$ cat config.mk
export PLATFORM = sky130hd
export DESIGN_NAME = reg_pair_arbiter
export DESIGN_NICKNAME = d
export VERILOG_FILES = /design/src/rtl/reg_pair_pkg.sv /design/src/rtl/reg_pair_core.sv /design/src/rtl/reg_pair_arbiter.sv
export SDC_FILE = /design/constraint.sdc
export NUM_CORES = 1
export LEC_CHECK = 0
export ABC_AREA = 1
export BUFFER_PORTS_ARGS = -buffer_cell sky130_fd_sc_hd__clkbuf_2
export CAP_MARGIN = 20
export CORE_UTILIZATION = 45
export DETAILED_ROUTE_END_ITERATION = 10
export PLACE_DENSITY = 0.73
export RECOVER_POWER = 100
export SLEW_MARGIN = 20
export SYNTH_ARGS = -nofsm -noshare
export SYNTH_HDL_FRONTEND = slang
export SYNTH_SLANG_ARGS = --single-unit
$ cat constraint.sdc
create_clock -name clk -period 2.49 [get_ports clk]
set_clock_uncertainty 0.1 [all_clocks]
set_input_delay 0.498 -clock clk [delete_from_list [all_inputs] [get_ports clk]]
set_output_delay 0.498 -clock clk [all_outputs]
set_load 0.02 [all_outputs]
$ cat src/rtl/reg_pair_pkg.sv
// reg_pair_pkg: shared definitions for the reg_pair_arbiter slice.
//   - state_t       : arbiter FSM encoding (3-bit)
//   - REQ_A / REQ_B : requester IDs, also the encoding of the round-robin pointer
//   - DEFAULT_WIDTH : default register/data width
package reg_pair_pkg;

    localparam int DEFAULT_WIDTH = 8;

    localparam logic REQ_A = 1'b0;
    localparam logic REQ_B = 1'b1;

    typedef enum logic [2:0] {
        IDLE   = 3'd0,
        BUSY_A = 3'd1,
        BUSY_B = 3'd2,
        DONE_A = 3'd3,
        DONE_B = 3'd4
    } state_t;

endpackage

$ cat src/rtl/reg_pair_core.sv
// reg_pair_core: twin WIDTH-bit register storage (R0/R1) with synchronous clear.
// Ports:
//   clk, rst        : clock, synchronous active-high clear
//   we, sel, wdata  : single write port (sel 0 = R0, 1 = R1)
//   rsel, rdata     : combinational read mux (rsel 0 = R0, 1 = R1)
//   q0, q1          : current register contents
module reg_pair_core
    import reg_pair_pkg::*;
#(
    parameter int WIDTH = DEFAULT_WIDTH
) (
    input  logic             clk,
    input  logic             rst,
    input  logic             we,
    input  logic             sel,
    input  logic [WIDTH-1:0] wdata,
    input  logic             rsel,
    output logic [WIDTH-1:0] rdata,
    output logic [WIDTH-1:0] q0,
    output logic [WIDTH-1:0] q1
);

    logic [WIDTH-1:0] r0;
    logic [WIDTH-1:0] r1;

    // Clear has priority so an access cut short by reset never lands.
    always_ff @(posedge clk) begin
        if (rst) begin
            r0 <= '0;
            r1 <= '0;
        end else if (we) begin
            if (sel) r1 <= wdata;
            else     r0 <= wdata;
        end
    end

    assign rdata = rsel ? r1 : r0;
    assign q0    = r0;
    assign q1    = r1;

endmodule

$ cat src/rtl/reg_pair_arbiter.sv
// reg_pair_arbiter: shares the R0/R1 register pair between requesters A and B.
// Each access runs IDLE -> BUSY_x (grant) -> DONE_x (ack) -> IDLE.
// Ports:
//   clk, rst                      : clock, synchronous active-high reset
//   req_x, we_x, sel_x, wdata_x   : requester x transaction (x = a, b)
//   grant_x                       : requester x is being served
//   ack_x                         : one-cycle completion pulse
//   rdata_x                       : result of x's last transaction, held until next ack
//   q0, q1                        : current R0/R1 for the downstream datapath
//   busy                          : FSM not in IDLE
// Build option: ARB_FIXED_PRIO_EN -- A always wins simultaneous requests and the
// round-robin pointer is not built (B may be starved).
//
// state  | meaning
// IDLE   | waiting for a request; arbitration happens here
// BUSY_A | serving A; register access at the closing edge
// BUSY_B | serving B; register access at the closing edge
// DONE_A | ack_a pulse
// DONE_B | ack_b pulse
module reg_pair_arbiter
    import reg_pair_pkg::*;
#(
    parameter int WIDTH = DEFAULT_WIDTH
) (
    input  logic             clk,
    input  logic             rst,
    input  logic             req_a,
    input  logic             we_a,
    input  logic             sel_a,
    input  logic [WIDTH-1:0] wdata_a,
    output logic             grant_a,
    output logic             ack_a,
    output logic [WIDTH-1:0] rdata_a,
    input  logic             req_b,
    input  logic             we_b,
    input  logic             sel_b,
    input  logic [WIDTH-1:0] wdata_b,
    output logic             grant_b,
    output logic             ack_b,
    output logic [WIDTH-1:0] rdata_b,
    output logic [WIDTH-1:0] q0,
    output logic [WIDTH-1:0] q1,
    output logic             busy
);

    state_t           state;
    state_t           state_nxt;
    logic             pick_b;
    logic             serve_b;
    logic             core_we;
    logic             core_sel;
    logic [WIDTH-1:0] core_wdata;
    logic [WIDTH-1:0] core_rdata;

`ifndef ARB_FIXED_PRIO_EN
    logic rr;

    // Pointer names who wins the next tie; flips to the other side after each service.
    always_ff @(posedge clk) begin
        if (rst)                     rr <= REQ_A;
        else if (state == BUSY_A)    rr <= REQ_B;
        else if (state == BUSY_B)    rr <= REQ_A;
    end
`endif

    always_comb begin
        state_nxt = state;
`ifdef ARB_FIXED_PRIO_EN
        pick_b = req_b && !req_a;
`else
        pick_b = req_b && (!req_a || rr == REQ_B);
`endif
        case (state)
            IDLE:    if (req_a || req_b) state_nxt = pick_b ? BUSY_B : BUSY_A;
            BUSY_A:  state_nxt = DONE_A;
            BUSY_B:  state_nxt = DONE_B;
            DONE_A:  state_nxt = IDLE;
            DONE_B:  state_nxt = IDLE;
            default: state_nxt = IDLE;
        endcase
    end

    // The core port is steered to whichever requester holds the grant.
    assign serve_b    = (state == BUSY_B);
    assign core_we    = ((state == BUSY_A) && we_a) || (serve_b && we_b);
    assign core_sel   = serve_b ? sel_b : sel_a;
    assign core_wdata = serve_b ? wdata_b : wdata_a;

    always_ff @(posedge clk) begin
        if (rst) begin
            state   <= IDLE;
            rdata_a <= '0;
            rdata_b <= '0;
        end else begin
            state <= state_nxt;
            if (state == BUSY_A) rdata_a <= we_a ? wdata_a : core_rdata;
            if (state == BUSY_B) rdata_b <= we_b ? wdata_b : core_rdata;
        end
    end

    reg_pair_core #(
        .WIDTH (WIDTH)
    ) u_core (
        .clk   (clk),
        .rst   (rst),
        .we    (core_we),
        .sel   (core_sel),
        .wdata (core_wdata),
        .rsel  (core_sel),
        .rdata (core_rdata),
        .q0    (q0),
        .q1    (q1)
    );

    assign grant_a = (state == BUSY_A);
    assign grant_b = (state == BUSY_B);
    assign ack_a   = (state == DONE_A);
    assign ack_b   = (state == DONE_B);
    assign busy    = (state != IDLE);

endmodule
==> results of run 1 <==
-- cell type report --
class	count	area share, %
clock buffer	7	4.23
clock inverter	1	1.32
inverter	54	8.91
multi-input combinational	201	40.0
sequential	36	31.7
tap	50	2.75
timing repair buffer	60	11.2
-- report_power, final --
part | internal, mW | switching [mW] | total (mW)
clock | 0.353 | 0.210 | 0.564
sequential | 0.646 | 0.0518 | 0.698
combinational | 0.160 | 0.414 | 0.574
total | 1.16 | 0.676 | 1.84
-- synthesized netlist by cell type (all sizes together) --
| library cell | number |
|---|---|
| nor2 | 40 |
| nand2 | 85 |
| buf | 6 |
| clkbuf | 3 |
| dfxtp | 36 |
| inv | 54 |
| nor3 | 5 |
| a21oi | 18 |
| nand3 | 42 |
| o21ai | 10 |
| nand4 | 1 |
-- metrics by stage --
stage	util, %	worst slack, ns	cell area, µm²	hold slack (ns)
finish	56.5	0.382	2280	0.362
global route	56.5	0.171	2280	0.411
CTS	57.7	0.476	2320	0.362
detailed placement	54.6	0.572	2200	0.351
global placement	54.6	0.640	2200	0.356
floorplan	-	0.859	1890	0.337
-- final timing paths --
check,startpoint,end,slack (ns),depth (start not counted)
worst max register to register,state[0]$_SDFFE_PP0P_,u_core.q0[7]$_SDFFE_PP0P_,0.38,9
worst max-delay path,state[0]$_SDFFE_PP0P_,u_core.q0[7]$_SDFFE_PP0P_,0.38,9
worst min register to register,rr$_SDFFE_PP0P_,rr$_SDFFE_PP0P_,0.36,2
worst min-delay path,rr$_SDFFE_PP0P_,rr$_SDFFE_PP0P_,0.36,2
-- layer usage --
layer | track usage [%] | part of all wire (%) | up-vias
met5 | 0 | 0 | -
met3 | 5.82 | 7.2 | 7
met2 | 37.1 | 44 | 75
met4 | 12.5 | 1.6 | 0
met1 | 30.5 | 47 | 847
li1 | - | - | 1038
-- flip-flops by register name, indices dropped and copies added (netlist names) --
| signal | count |
|---|---|
| rdata_a | 8 |
| rdata_b | 8 |
| u_core.q0 | 8 |
| u_core.q1 | 8 |
| state | 3 |
| rr | 1 |
-- cells by family (layout without fill, tap and decap cells) --
family / after synthesis / count (layout)
AO/OA/AOI/OAI: 28 / 28
flip-flops: 36 / 36
AND/OR/NAND/NOR: 173 / 173
buffers and inverters: 63 / 122
-- worst max-delay path, delay by kind of cell (launching register included) --
| family | cells | cell delay, ns |
|---|---|---|
| simple gates | 6 | 1.15 |
| buf+inv | 3 | 0.45 |
| flops | 1 | 0.35 |
==> results by group, run 1 <==
Power
  – Worst vdd ir: 0.487 mV
  – PwrDens: 806 mW/mm²
  – Lkg Pwr: 1.08 nW
  – Total power: 1.84 mW

Cells and area
  – Final std cells w/o fill: 409
  – Reg area: 721 µm²
  – Layout cells sized above 1: 12.3%
  – N_diodes: 0
  – Area Growth Syn to Fin: 20.4%
  – Most frequent cells in the layout: nand2_1, inv_1, nand3_1, nor2_1, clkbuf_1
  – Multi-input combinational cell area: 910 µm²
  – Nets: 382
  – FILL cells: 428
  – Commonest non-fill, non-tap cell in the layout: nand2_1

Clocking
  – CTS tree: yes
  – Clk Latency, worst-skew pair: 0.29 ns
  – Root Driver: clkbuf_8
  – Num Clock Sinks: 36
  – Longest Clk Path Bufs: 2
  – Worst-path clk slew: 0.07 ns
  – H-tree Lvls: 2
  – CTS buffer count: 5
  – Hold buffers post-CTS: 0
  – Postcts setup bufs: 0
  – Post-CTS Resized: 0

Die
  – Standard-cell rows: 23
  – Die X: 66.8 µm
  – Die Y: 66.8 µm
  – Core Area: 0.00403 mm²
  – Die area: 0.00446 mm²
  – I/O pins: 61
  – Initial Utilization: 46.9%

Global routing
  – Vias in the first global route: 1725
  – Largest net degree at the start of global routing: 32
  – First-pass GRT wire length: 7730 µm
  – Initial antenna violation count: 0
  – Global route overflow: 0
  – GRT Util Overall: 24.0%

Synth
  – Area leader, netlist: dfxtp_1
  – Mapped Cells: 300
  – Largest family of logic cells by synthesized area: simple AND/OR/NAND/NOR gates
  – Post-Syn Area: 0.00189 mm²
  – Synth Area in XOR/XNOR: 0%
  – YS warnings: 0
  – Synth Area per Inst: 6.30 µm²
  – Post-synthesis mux area share: 0%
  – Sequential element share of the synthesized area: 38.1%
  – Syn_nets: 324
  – Complex-gate fraction of the synthesized area: 7.41%
  – Yosys reg bits: 36
  – Largest cells by area after synthesis: dfxtp_1, nand2_1, nand3_1
  – Synth Area in Simple Gates: 40.8%
  – Post-synthesis cell type count: 21
  – Share of the synthesized area in the top cell type: 38.1%
  – Adder-Cell Fraction of Synth Area: 0%

STA
  – Slew of the pin with the lowest slew margin: 0.641 ns
  – Slew headroom: 57.1%
  – Peak Freq: 474 MHz
  – Fin crit share: 84.7%
  – Setup TNS: 0 ns
  – Max Slew Vio Count: 0
  – Min Tclk post-route: 2.11 ns
  – Unrepaired setup endpoints after global routing: no
  – Final setup fails: 0
  – Final Hold Viols: 0

Worst setup path
  – Endpoint class of the critical path: flop
  – Crit path kind: reg -> reg
  – WP data arrival: 2.24 ns
  – Startpoint types: flop
  – Critical Path RT: 2.62 ns
  – Critical-path cell list: inv_1 -> nand3_4 -> nand2_1 -> nand2_4 -> inv_2 -> nand2_2 -> inv_2 -> nor2_1 -> nor2_1
  – Max FO, Critical Path: 31
  – Crit-path slowest cell: nand2_1
  – Max incr delay on CP: 0.42 ns

Drt
  – Post-DRT Antenna Nets: 0
  – Wirelength per Cell: 12.1 µm
  – WL final: 4970 µm
  – DR DRC count: 0
  – Via Count: 1967
  – First-pass DRT Iterations: 5
  – Iteration-0 DRC Markers: 140
  – Via density: 4.81

Run status
  – Status: complete, no violations

Placed design
  – Buffers on Ports: 60
  – GPL Wtd Cong: 0.889
  – Dpl cells: 401
  – Post-detail-place hpwl: 3670 µm

Run
  – MaxCap Viol Count: 0

Min path
  – Hold Crit Class: reg -> reg
(Power assumes the default switching activity.)
==> run 2: changes to the inputs <==
==> constraint.sdc (replaced) <==
create_clock -name clk -period 2.2 [get_ports clk]
set_clock_uncertainty 0.1 [all_clocks]
set_input_delay 0.44 -clock clk [delete_from_list [all_inputs] [get_ports clk]]
set_output_delay 0.44 -clock clk [all_outputs]
set_load 0.02 [all_outputs]
==> results by group, run 2 (synthesized netlist as in run 1, its figures left out) <==
Die
  – Initial Utilization: 46.9% (unchanged)
  – Die X: 66.8 µm (unchanged)
  – Die area: 0.00446 mm² (unchanged)
  – I/O pins: 61 (unchanged)
  – Core Area: 0.00403 mm² (unchanged)
  – Die Y: 66.8 µm (unchanged)
  – Standard-cell rows: 23 (unchanged)

Worst setup path
  – Most Frequent Cell on Critical Path: inv_1
  – Max FO, Critical Path: 16 (-48%)
  – Max incr delay on CP: 0.34 ns (-0.08 ns)
  – RR Startpoint: state[0]$_SDFFE_PP0P_
  – Cell count of the worst reg-to-reg path: 9 (unchanged)
  – Reg2Reg Capture Point: u_core.q0[2]$_SDFFE_PP0P_
  – Critical-path cell list: inv_1 -> nand3_4 -> buf_4 -> inv_1 -> clkbuf_2
  – Crit path kind: reg -> out
  – Crit-path slowest cell: dfxtp_1
  – WP data arrival: 1.46 ns (-0.78 ns)
  – Crit path to: grant_b
  – Worst setup path start: state[0]$_SDFFE_PP0P_
  – Startpoint types: flop
  – Endpoint class of the critical path: primary output
  – Flop-to-flop setup slack: 0.25 ns (-0.13 ns)
  – Critical Path RT: 1.66 ns (-0.96 ns)

STA
  – Min Tclk post-route: 2.00 ns
  – Peak Freq: 501 MHz
  – Final setup fails: 0 (unchanged)
  – Setup TNS: 0 ns (unchanged)
  – Unrepaired setup endpoints after global routing: no
  – Slew headroom: 70.2% (+13 points)
  – Final worst setup slack: 0.203 ns (-0.178 ns)
  – Fin crit share: 90.8%
  – Slew of the pin with the lowest slew margin: 0.448 ns (-0.193 ns)
  – Max Slew Vio Count: 0 (unchanged)
  – Final Hold Viols: 0 (unchanged)

Power
  – Worst vdd ir: 0.497 mV (+2.0%)
  – PwrDens: 973 mW/mm² (+21%)
  – Internal power: 1.49 mW (+28%)
  – Sw Ratio: 34.3% (-2.5 points)
  – Total power: 2.27 mW (+23%)
  – Sw Pwr: 0.778 mW (+15%)
  – Flop pwr share: 34.7% (-3.3 points)
  – Lkg Pwr: 1.11 nW (+2.7%)
  – Gate power share: 29.2% (-2.1 points)
  – Clock power frac: 36.1% (+5.4 points)

Clocking
  – Post-CTS Resized: 0 (unchanged)
  – H-tree Lvls: 2 (unchanged)
  – Hold buffers post-CTS: 0 (unchanged)
  – CTS buffer count: 5 (unchanged)
  – Num Clock Sinks: 36 (unchanged)
  – Root Driver: clkbuf_8
  – Worst-path clk slew: 0.08 ns (about the same)
  – Longest Clk Path Bufs: 2 (unchanged)
  – Clk Latency, worst-skew pair: 0.29 ns (about the same)
  – CTS tree: yes
  – Postcts setup bufs: 0 (unchanged)

Cells and area
  – Reg area: 721 µm² (unchanged)
  – Layout cells sized above 1: 13.5% (+1.3 points)
  – Area Growth Syn to Fin: 23.2%
  – N_diodes: 0 (unchanged)
  – Cell area after layout: 0.00233 mm² (+2.4%)
  – Most frequent cells in the layout: nand2_1, inv_1, nand3_1, nor2_1
  – FILL cells: 423 (-1.2%)
  – Nets: 385 (+0.79%)
  – Commonest non-fill, non-tap cell in the layout: nand2_1
  – Multi-input combinational cell area: 907 µm² (-0.28%)

Drt
  – Via density: 4.98 (+3.6%)
  – DR DRC count: 0 (unchanged)
  – Wirelength per Cell: 12.3 µm (+1.6%)
  – WL final: 5080 µm (+2.3%)
  – Via Count: 2053 (+4.4%)
  – First-pass DRT Iterations: 4 (-1)
  – Iteration-0 DRC Markers: 130 (-7.1%)
  – Post-DRT Antenna Nets: 0 (unchanged)

Run status
  – Status: complete, no violations

Global routing
  – Largest net degree at the start of global routing: 22 (-31%)
  – Initial antenna violation count: 0 (unchanged)
  – GRT Util Overall: 24.7% (+0.68 points)
  – First-pass GRT wire length: 8110 µm (+4.8%)
  – Vias in the first global route: 1799 (+4.3%)
  – Global route overflow: 0 (unchanged)

Min path
  – Hold Crit Class: in -> reg

Placed design
  – GPL Wtd Cong: 0.837 (-5.8%)
  – Post-detail-place hpwl: 3700 µm (+0.70%)
  – Buffers on Ports: 60 (unchanged)
  – Placed instance area: 0.00222 mm² (+1.0%)
  – Worst setup slack after placement: 0.412 ns (-0.160 ns)

Run
  – MaxCap Viol Count: 0 (unchanged)
==> run 2: metal layers <==
metal | share of wire (%) | track usage (%) | up-vias | wire, µm
met5 | 0 | 0 | - | 0
met4 | 1.8 | 10.4 | 0 | 89
met3 | 8.6 | 6.16 | 10 | 436
met2 | 46 | 38.4 | 91 | 2330
met1 | 44 | 32.1 | 910 | 2220
li1 | - | - | 1042 | -
==> run 2: per-stage QoR <==
step           hold WS, ns  instances  util [%]
2_1_floorplan        0.337        300         -
3_3_place_gp         0.358        404      55.1
3_5_place_dp         0.361        404      55.1
4_1_cts              0.320        412      59.1
5_1_grt              0.392        412      57.8
6_report             0.328        412      57.8
==> run 2: power by group through the flow <==
| stage | sequential, mW | clock [mW] | combinational (mW) |
|---|---|---|---|
| after floorplan | 0.876 | 0 | 0.416 |
| after global placement | 0.803 | 0 | 0.668 |
| after detailed placement | 0.803 | 0 | 0.674 |
| after CTS | 0.788 | 0.826 | 0.682 |
| after global routing | 0.800 | 0.851 | 0.739 |
| final | 0.788 | 0.818 | 0.661 |
==> run 2: layout make-up <==
cell class              count  share of cell area, %
well taps                  50                   2.69
clock buffers               5                   2.95
multi-input cells         201                   38.9
clock inverters             3                   3.87
flip-flops and latches     36                   30.9
inverters                  54                   8.70
repair buffers             63                   11.9
==> run 2: worst min-delay path by stage <==
| stage | from | to | cells past startpoint |
|---|---|---|---|
| final | req_b | state[0]$_SDFFE_PP0P_ | 3 |
| after global routing | rr$_SDFFE_PP0P_ | rr$_SDFFE_PP0P_ | 2 |
| after global placement | rr$_SDFFE_PP0P_ | rr$_SDFFE_PP0P_ | 2 |
| after CTS | req_b | state[0]$_SDFFE_PP0P_ | 3 |
| after detailed placement | rr$_SDFFE_PP0P_ | rr$_SDFFE_PP0P_ | 2 |
| after floorplan | rr$_SDFFE_PP0P_ | rr$_SDFFE_PP0P_ | 2 |
==> run 2: worst max-delay path: cells and delay by family, from the launching register on <==
kind,cells,cell delay [ns]
flip-flops,1,0.34
AND/OR/NAND/NOR,1,0.20
buffers and inverters,4,0.62
==> run 3: changes to the inputs <==
--- a/config.mk
+++ b/config.mk
@@ -10,9 +10,10 @@
 export CAP_MARGIN = 20
 export CORE_UTILIZATION = 45
 export DETAILED_ROUTE_END_ITERATION = 10
-export PLACE_DENSITY = 0.73
+export PLACE_DENSITY = 0.69
 export RECOVER_POWER = 100
 export SLEW_MARGIN = 20
 export SYNTH_ARGS = -nofsm -noshare
 export SYNTH_HDL_FRONTEND = slang
+export SYNTH_HIERARCHICAL = 1
 export SYNTH_SLANG_ARGS = --single-unit
==> results by group, run 3 <==
Drt
  – Wirelength per Cell: 10.8 µm (-12%)
  – DR DRC count: 0 (unchanged)
  – Post-DRT Antenna Nets: 0 (unchanged)
  – WL final: 4680 µm (-8.0%)
  – Iteration-0 DRC Markers: 131 (+0.77%)
  – Via density: 4.58 (-8.2%)
  – First-pass DRT Iterations: 4 (unchanged)
  – Via Count: 1977 (-3.7%)

Die
  – Die X: 68.2 µm (+2.1%)
  – Die area: 0.00465 mm² (+4.2%)
  – Initial Utilization: 47.9% (+1.0 points)
  – Core Area: 0.00412 mm² (+2.1%)
  – Die Y: 68.2 µm (+2.1%)
  – I/O pins: 61 (unchanged)
  – Standard-cell rows: 23 (unchanged)

Power
  – Lkg Pwr: 1.11 nW (+0.27%)
  – PwrDens: 871 mW/mm² (-10%)
  – Worst vdd ir: 0.410 mV (-17%)

Global routing
  – First-pass GRT wire length: 7570 µm (-6.6%)
  – Global route overflow: 0 (unchanged)
  – Largest net degree at the start of global routing: 26 (+18%)
  – Vias in the first global route: 1680 (-6.6%)
  – Initial antenna violation count: 0 (unchanged)
  – GRT Util Overall: 22.3% (-2.4 points)

Clocking
  – Worst-path clk slew: 0.07 ns (about the same)
  – Post-CTS Resized: 0 (unchanged)
  – CTS tree: yes
  – Num Clock Sinks: 36 (unchanged)
  – Postcts setup bufs: 0 (unchanged)
  – Root Driver: clkbuf_8
  – Hold buffers post-CTS: 0 (unchanged)
  – Longest Clk Path Bufs: 2 (unchanged)
  – H-tree Lvls: 2 (unchanged)
  – CTS buffer count: 5 (unchanged)
  – Clk Latency, worst-skew pair: 0.29 ns (about the same)

Cells and area
  – Nets: 405 (+5.2%)
  – N_diodes: 0 (unchanged)
  – Post-layout util: 56.1% (-1.7 points)
  – Most frequent cells in the layout: nand2_1, nor2_1, inv_1, clkbuf_1, dfxtp_1
  – Area Growth Syn to Fin: 17.1%
  – Layout cells sized above 1: 12.3% (-1.2 points)
  – FILL cells: 467 (+10%)
  – Commonest non-fill, non-tap cell in the layout: nand2_1
  – Cell area after layout: 0.00231 mm² (-0.86%)

Synth
  – Sequential element share of the synthesized area: 36.5% (-1.6 points)
  – Main synth FF type: dfxtp_1
  – Synth cell count leaders: nand2_1, nor2_1, inv_1, dfxtp_1, o21ai_0
  – Yosys reg bits: 36 (unchanged)
  – Post-synthesis cell type count: 20 (-4.8%)
  – Most common cell in the netlist: nand2_1
  – Share of the synthesized area in the top cell type: 36.5% (-1.6 points)
  – Area leader, netlist: dfxtp_1
  – YS warnings: 6 (+6)
  – EDFF count, synth: 0 (unchanged)
  – Mapped Cells: 321 (+7.0%)
  – Post-Syn Area: 0.00197 mm² (+4.4%)
  – Synth Area per Inst: 6.15 µm² (-2.5%)
  – Async set-reset flop share out of synthesis: 0% (unchanged)
  – Largest cells by area after synthesis: dfxtp_1, nand2_1, nor2_1
  – Syn_nets: 345 (+6.5%)

STA
  – Slew of the pin with the lowest slew margin: 0.474 ns (+0.0260 ns)
  – Unrepaired setup endpoints after global routing: no
  – Min Tclk post-route: 1.97 ns (-0.0270 ns)
  – Max Slew Vio Count: 0 (unchanged)
  – Fin crit share: 89.5% (-1.2 points)
  – Final setup fails: 0 (unchanged)
  – Final Hold Viols: 0 (unchanged)
  – Slew headroom: 68.2% (-1.9 points)
  – Peak Freq: 508 MHz (+1.4%)
  – Setup TNS: 0 ns (unchanged)

Worst setup path
  – Most Frequent Cell on Critical Path: nand2_1
  – Flop-to-flop setup slack: 0.23 ns (-0.02 ns)
  – Crit-path slowest cell: dfxtp_1
  – Max incr delay on CP: 0.35 ns (about the same)
  – Critical Path RT: 2.32 ns (+0.66 ns)
  – WP data arrival: 2.09 ns (+0.63 ns)
  – RR Startpoint: state[2]$_SDFFE_PP0P_
  – Crit path kind: reg -> reg
  – Endpoint class of the critical path: flop
  – Reg2Reg Capture Point: u_core/q1[7]$_SDFFE_PP0P_
  – Max FO, Critical Path: 19 (+3)
  – Startpoint types: flop
  – Critical-path cell list: inv_4 -> nand3_4 -> inv_1 -> nand2_1 -> nand2_1 -> clkbuf_2 -> nand3_1 -> a21oi_1
  – Cell count of the worst reg-to-reg path: 8 (-1)

Placed design
  – Post-detail-place hpwl: 3630 µm (-1.9%)
  – GPL Wtd Cong: 0.832 (-0.61%)
  – Placed instance area: 0.00227 mm² (+2.2%)
  – Buffers on Ports: 60 (unchanged)

Run status
  – Status: complete, no violations

Run
  – MaxCap Viol Count: 0 (unchanged)

Min path
  – Hold_sp: req_b
  – WHS Path Cells: 4 (+1)
  – Hold Crit Class: in -> reg
  – WHS Endpoint: state[0]$_SDFFE_PP0P_
[run 3: cell types whose count changed after synthesis, sizes merged]
| cell | previous run | this run |
|---|---|---|
| nor3 | 5 | 1 |
| o21ai | 10 | 24 |
| nand4 | 1 | 0 |
| nand2 | 85 | 110 |
| a21oi | 18 | 10 |
| nand3 | 42 | 19 |
| buf | 6 | 13 |
| clkbuf | 3 | 1 |
| nor2 | 40 | 57 |
| inv | 54 | 49 |
| clkinv | 0 | 1 |
[run 3: layout make-up]
| cell class | instances | area, µm² | area share [%] |
|---|---|---|---|
| sequential | 36 | 721 | 31.2 |
| timing repair buffer | 67 | 303 | 13.1 |
| multi-input combinational | 221 | 941 | 40.7 |
| inverter | 50 | 193 | 8.34 |
| tap | 50 | 62.6 | 2.71 |
| clock buffer | 8 | 90.1 | 3.90 |
[run 3: worst max-delay path: cells and delay by family (launching register included)]
family	cells	cell delay, ns
AOI/OAI and AO/OA	1	0.15
buffers and inverters	3	0.57
DFF	1	0.35
and+or+nand+nor	4	0.71
[run 3: where the power goes]
| part | switching (mW) | internal, mW | total [mW] | leakage, nW |
|---|---|---|---|---|
| combinational | 0.504 | 0.219 | 0.723 | 0.774 |
| sequential | 0.0614 | 0.747 | 0.808 | 0.294 |
| clock | 0.226 | 0.255 | 0.482 | 0.0455 |
[run 3: cell families (layout without fill, tap and decap cells)]
logic type / Yosys count / in the layout / synth area share (%)
flip-flops: 36 / 36 / 36.5
AND/OR/NAND/NOR: 187 / 187 / 38.9
buffers and inverters: 64 / 125 / 15.8
AO/OA/AOI/OAI: 34 / 34 / 8.81
[run 3: worst max-delay path by stage]
| stage | endpoint | slack (ns) | cells after the start | start |
|---|---|---|---|---|
| 2_1_floorplan | rdata_a[5]$_SDFFE_PP0N_ | 0.37 | 13 | state[2]$_SDFFE_PP0P_ |
| 3_3_place_gp | u_core/q1[7]$_SDFFE_PP0P_ | 0.35 | 8 | state[2]$_SDFFE_PP0P_ |
| 3_5_place_dp | u_core/q1[7]$_SDFFE_PP0P_ | 0.32 | 8 | state[2]$_SDFFE_PP0P_ |
| 4_1_cts | u_core/q1[7]$_SDFFE_PP0P_ | 0.30 | 8 | state[2]$_SDFFE_PP0P_ |
| 5_1_grt | u_core/q1[7]$_SDFFE_PP0P_ | 0.07 | 8 | state[2]$_SDFFE_PP0P_ |
| 6_report | u_core/q1[7]$_SDFFE_PP0P_ | 0.23 | 8 | state[2]$_SDFFE_PP0P_ |
[run 3: per-stage QoR]
stage | setup slack [ns] | hold WS [ns] | total power, mW | std cells
after floorplan | 0.365 | 0.338 | 1.38 | 321
after global placement | 0.347 | 0.356 | 1.57 | 424
after detailed placement | 0.320 | 0.361 | 1.58 | 424
after CTS | 0.296 | 0.364 | 2.06 | 432
after global routing | 0.0674 | 0.381 | 2.16 | 432
final | 0.231 | 0.366 | 2.01 | 432
[run 3: layer usage]
| layer | vias up | track usage (%) | share of wire, % |
|---|---|---|---|
| met2 | 41 | 37.5 | 46 |
| met3 | 6 | 4.50 | 3.6 |
| met1 | 853 | 27.7 | 49 |
| li1 | 1077 | - | - |
| met4 | 0 | 8.59 | 1.4 |
| met5 | - | 0 | 0 |
